--- src/rtl/screen_write_port.sv ---
// CPU-side writer for the 32x32 screen RAM: captures bus writes in the
// $0200-$05FF window into a small FIFO, drains them into the RAM write port,
// and runs a hardware fill of all 1024 screen bytes with one colour.
module screen_write_port #(
  parameter int unsigned FIFO_AW     = 2,
  parameter bit          VBLANK_ONLY = 1'b0
) (
  input  logic        clk,
  input  logic        reset,
  input  logic [15:0] cpu_addr,
  input  logic [7:0]  cpu_wdata,
  input  logic        cpu_we,
  output logic        cpu_stall,
  input  logic        fill_start,
  input  logic [7:0]  fill_color,
  output logic        fill_busy,
  input  logic        vblank,
  output logic        screen_write_en,
  output logic [10:0] screen_write_addr,
  output logic [7:0]  screen_write_data
);

  localparam int unsigned       DEPTH      = 1 << FIFO_AW;
  localparam logic [FIFO_AW:0]  FULL_COUNT = (FIFO_AW + 1)'(DEPTH);
  localparam logic [FIFO_AW:0]  CNT_ONE    = (FIFO_AW + 1)'(1);
  localparam logic [FIFO_AW-1:0] PTR_ONE   = FIFO_AW'(1);

  typedef enum logic [1:0] {
    IDLE,
    DRAIN_WAIT,
    FILL
  } state_t;

  state_t             state;
  logic [18:0]        mem [DEPTH];
  logic [FIFO_AW-1:0] wr_ptr;
  logic [FIFO_AW-1:0] rd_ptr;
  logic [FIFO_AW:0]   count;
  logic [FIFO_AW:0]   drain_left;
  logic               in_valid;
  logic [18:0]        in_entry;
  logic [18:0]        head;
  logic [7:0]         fill_color_q;
  logic [10:0]        fill_addr;

  logic in_range;
  logic push;
  logic permit;
  logic readable;
  logic pop;
  logic start_accept;

  // Decode, handshake and drain qualification.
  always_comb begin
    in_range     = (cpu_addr >= 16'h0200) && (cpu_addr <= 16'h05FF);
    cpu_stall    = (count == FULL_COUNT);
    push         = cpu_we && in_range && !cpu_stall;
    permit       = !VBLANK_ONLY || vblank;
    // count includes the entry still sitting in the capture register
    readable     = (count > (FIFO_AW + 1)'(in_valid));
    pop          = readable && permit &&
                   ((state == IDLE) || ((state == DRAIN_WAIT) && (drain_left != '0)));
    start_accept = fill_start && (state == IDLE);
    head         = mem[rd_ptr];
  end

  // FIFO storage; the capture register gives the two-edge write latency.
  always_ff @(posedge clk) begin
    if (in_valid) begin
      mem[wr_ptr] <= in_entry;
    end
  end

  // FIFO pointers, occupancy and capture register.
  always_ff @(posedge clk or posedge reset) begin
    if (reset) begin
      in_valid <= 1'b0;
      in_entry <= '0;
      wr_ptr   <= '0;
      rd_ptr   <= '0;
      count    <= '0;
    end else begin
      in_valid <= push;
      if (push) begin
        in_entry <= {cpu_addr[10:0], cpu_wdata};
      end
      if (in_valid) begin
        wr_ptr <= wr_ptr + PTR_ONE;
      end
      if (pop) begin
        rd_ptr <= rd_ptr + PTR_ONE;
      end
      case ({push, pop})
        2'b10:   count <= count + CNT_ONE;
        2'b01:   count <= count - CNT_ONE;
        default: ;
      endcase
    end
  end

  // Control FSM with registered RAM write port and busy flag.
  always_ff @(posedge clk or posedge reset) begin
    if (reset) begin
      state             <= IDLE;
      screen_write_en   <= 1'b0;
      screen_write_addr <= '0;
      screen_write_data <= '0;
      fill_busy         <= 1'b0;
      fill_color_q      <= '0;
      fill_addr         <= '0;
      drain_left        <= '0;
    end else begin
      screen_write_en <= 1'b0;
      fill_busy       <= start_accept || (state != IDLE);
      if (pop) begin
        screen_write_en   <= 1'b1;
        screen_write_addr <= head[18:8];
        screen_write_data <= head[7:0];
      end
      case (state)
        IDLE: begin
          if (fill_start) begin
            fill_color_q <= fill_color;
            // Only entries accepted up to fill_start drain ahead of the fill;
            // later pushes wait in the FIFO until the fill is finished.
            drain_left   <= count + (push ? CNT_ONE : '0) - (pop ? CNT_ONE : '0);
            state        <= DRAIN_WAIT;
          end
        end
        DRAIN_WAIT: begin
          if (drain_left == '0) begin
            fill_addr <= 11'h200;
            state     <= FILL;
          end else if (pop) begin
            drain_left <= drain_left - CNT_ONE;
          end
        end
        FILL: begin
          if (permit) begin
            screen_write_en   <= 1'b1;
            screen_write_addr <= fill_addr;
            screen_write_data <= fill_color_q;
            if (fill_addr == 11'h5FF) begin
              state <= IDLE;
            end else begin
              fill_addr <= fill_addr + 11'd1;
            end
          end
        end
        default: state <= IDLE;
      endcase
    end
  end

endmodule
--- config.mk ---
export PLATFORM = sky130hd
export DESIGN_NAME = screen_write_port
export DESIGN_NICKNAME = d
export VERILOG_FILES = /design/src/rtl/screen_write_port.sv
export SDC_FILE = /design/constraint.sdc
export NUM_CORES = 1
export LEC_CHECK = 0
export CORE_UTILIZATION = 51
export DETAILED_ROUTE_END_ITERATION = 7
export PLACE_DENSITY = 0.75
export SLEW_MARGIN = 15
export SYNTH_ARGS = -nofsm -noshare
export SYNTH_HDL_FRONTEND = slang
export SYNTH_SLANG_ARGS = --single-unit
--- constraint.sdc ---
create_clock -name clk -period 2.8 [get_ports clk]
set_input_delay 0.56 -clock clk [delete_from_list [all_inputs] [get_ports clk]]
set_output_delay 0.56 -clock clk [all_outputs]
set_load 0.01 [all_outputs]
==> impl_metrics.csv <==
group,metric,value,unit
outcome,outcome,"complete, but fails checks",
outcome,violations,"design-rule violations",
pwr,p_sw_share,29.83,%
finish,final_util,65.43,%
finish,area_delta_synth_final,23.66,%
clocking,cts_tree,"built",
critical_path,critPathSlowestCell,"dfrtp_1",
sta,hold_viol,0,
clocking,cts_max_path_buffers,2,
synthesis,synth_seq_cells,148,
synthesis,netlist_area,0.006093,mm²
finish,multi_input_area,0.001854,mm²
clocking,clkTransAtPathRegs,60,ps
placed_design,port_buffers,57,
clocking,htreeDepth,4,
routing,dr.pass1.iters,6,
finish,mostFrequentLayoutCell,"edfxtp_1",
die,num_rows,39,
sta,fin_crit,2590,ps
pwr,p_switching,0.002411,W
critical_path,rr_startpoint,"in_valid",
routing,routed_via_density,5.696,
job,cap_viol_max_count,0,
sta,relSlewSlack,61.42,%
pwr,power_leakage,3.088,nW
clocking,root_buffer,"clkbuf_16",
synthesis,synth.distinct_cells,49,
critical_path,reg2regPathDepth,12,
finish,layout_common_cells,"edfxtp_1, dfrtp_1, clkdlybuf4s50_1, mux2_2",
placed_design,place_hpwl,7479,µm
pwr,vdd_ir_drop_max,0.5538,mV
routing,drc_errors,7,
grt,grt_pass1_wl,18820,µm
critical_path,required,3120,ps
synthesis,synth_nets,433,
routing,ant_nets,0,
critical_path,cp.arrival,2910,ps
critical_path,crit_path_end,"drain_left[2]",
pwr,p_comb_share,33.0,%
pwr,p_clk_share,29.4,%
routing,num_vias,3509,
routing,wl_per_cell,18.66,µm
sta,fin_ws,210.4,ps
die,die_h,111.3,µm
synthesis,yosysSeqAreaShare,67.02,%
synthesis,synth_ff_type,"edfxtp_1",
synthesis,avgSynthCellArea,15.95,µm²
critical_path,endpoint_kind,"flop",
critical_path,critPathMaxFanout,8,
clocking,cts_buffers,17,
clocking,cts.sink_count,148,
grt,grtUsageTotal,20.56,%
placed_design,dpl_worst_slack,-181.7,ps
sta,skew,5.301,ps
finish,layout.filler_cells,807,
critical_path,path_class,"reg -> reg",
finish,fin_nets,511,
synthesis,yosys_warnings,0,
die,initial_core_util,52.91,%
sta,final_max_slew_viol_count,0,
placed_design,place_congestion,0.7648,
finish,drive_above_1_share,22.41,%
pwr,sequentialPowerShare,37.6,%
pwr,powerDensity,1073,mW/mm²
finish,num_antenna_cells,0,
worst_hold_path,min_path_type,"reg -> reg",
grt,grt_max_degree,31,
finish,regArea,0.004084,mm²
grt,antenna_found_initial,0,
die,die_area,0.01239,mm²
clocking,insertion_delay,420,ps
critical_path,r2r-end,"drain_left[2]",
sta,post-route-period-util,92.49,%
synthesis,syn_inst,382,
critical_path,crit_top_cell,"ha_1",
pwr,internal-power,0.005673,W
critical_path,crit_path_start,"in_valid",
grt,overflow,0,
critical_path,crit_chain,"ha_1 -> a32oi_1 -> nand2_2 -> inv_2 -> ha_1 -> inv_1 -> ha_1 -> fa_1 -> xor2_1 -> nand3_1 -> o21ai_0 -> nor3_1",
synthesis,synth_edf_count,76,
die,dieWidth,111.3,µm
sta,setup_viol,0,
die,core_area,0.01152,mm²
critical_path,regToRegSetupSlack,210,ps
grt,grt_pass1_vias,3719,
routing,finalWirelength,11500,µm
sta,tightestPinTransition,577.9,ps
critical_path,startpoint_type,"flop",
die,ioPinCount,59,
routing,drtIter0Drc,157,
pwr,total_power,0.008084,W
critical_path,slowest_delay,480,ps
sta,fmax,386.2,MHz
synthesis,synth-async-reset-ratio,48.65,%
[metal layers]
layer  GRT usage (%)  share of wire (%)  vias up
li1                -                  -     1592
met5               0                  0        -
met1           25.02                 41     1793
met4           10.27                2.4        0
met2           34.58                 52      103
met3           4.866                4.5       21
[cells in the mapped netlist (5+ instances only)]
cell	number	area [µm²]
mux2_2	26	292.8
a21o_1	16	120.1
buf_4	6	45.04
and2_1	7	43.79
o31ai_1	5	37.54
nand3_1	7	35.03
nor2_1	9	33.78
mux4_2	19	427.9
o21ai_1	5	25.02
edfxtp_1	76	2282
a22o_1	16	140.1
dfrtp_1	72	1802
nand2_1	18	67.56
xnor2_1	5	43.79
buf_2	5	25.02
clkbuf_1	5	18.77
o21ai_0	8	40.04
inv_1	15	56.30
ha_1	12	150.1
xor2_1	5	43.79
[area by class of cell]
| class | instances | share of cell area (%) |
|---|---|---|
| flip-flops and latches | 148 | 54.20 |
| multi-input cells | 200 | 24.61 |
| repair buffers | 77 | 9.731 |
| clock buffers | 20 | 5.928 |
| well taps | 143 | 2.375 |
| clock inverters | 12 | 2.358 |
| inverters | 16 | 0.7971 |
[flip-flops by register name, indices dropped and copies added (netlist names), 3 cells and up]
| register | count |
|---|---|
| count | 3 |
| mem | 76 |
| drain_left | 3 |
| in_entry | 19 |
| screen_write_data | 8 |
| screen_write_addr | 11 |
| fill_addr | 11 |
| fill_color_q | 8 |
[power by group through the flow]
| stage | clock (W) | sequential (W) | combinational [W] |
|---|---|---|---|
| detailed placement | 0 | 0.00308 | 0.00264 |
| finish | 0.00237 | 0.00304 | 0.00267 |
| floorplan | 0 | 0.00306 | 0.00177 |
| global placement | 0 | 0.00305 | 0.00255 |
| global route | 0.00250 | 0.00310 | 0.00293 |
| CTS | 0.00241 | 0.00304 | 0.00266 |
[cells by family (layout without fill, tap and decap cells)]
family	Yosys count	after routing	share of synthesized area, %
buf+inv	34	125	2.813
flops	148	148	67.02
mux	46	46	11.99
compound gates	67	67	8.152
xor+xnor	10	10	1.437
fa+ha+maj	14	14	3.121
simple gates	63	63	5.462
[worst min path at each step]
stage	from	endpoint	slack, ps	cells after the start
floorplan	fill_addr[10]	fill_addr[10]	460	2
global placement	screen_write_addr[1]	screen_write_addr[1]	460	1
detailed placement	screen_write_data[4]	screen_write_data[4]	460	1
CTS	screen_write_data[4]	screen_write_data[4]	480	1
global route	screen_write_addr[8]	screen_write_addr[8]	500	1
finish	screen_write_addr[6]	screen_write_addr[6]	480	1
[per-stage QoR]
| step | instances | setup TNS, ps | hold slack (ps) | area, µm² |
|---|---|---|---|---|
| floorplan | 382 | 0 | 460.7 | 6093 |
| global placement | 581 | -79.20 | 459.6 | 6877 |
| detailed placement | 581 | -251.0 | 464.7 | 6877 |
| CTS | 613 | 0 | 477.4 | 7501 |
| global route | 616 | -27.76 | 500.1 | 7535 |
| finish | 616 | 0 | 479.2 | 7535 |
[critical path, delay by kind of cell (launching register included)]
kind / cells / cell delay [ps]
adder cells (fa/ha/maj): 4 / 1170
buffers and inverters: 2 / 100
flip-flops: 1 / 480
AND/OR/NAND/NOR: 3 / 390
XOR/XNOR: 1 / 170
AO/OA/AOI/OAI: 2 / 190
[what timing repair did]
item / in CTS / in global routing
endpoints found under the setup margin: 0 / 1
setup buffers: 0 / 3
gates resized for setup: 0 / 4
hold buffers: 0 / 0
No activity file was read; power rests on OpenSTA's default activity.
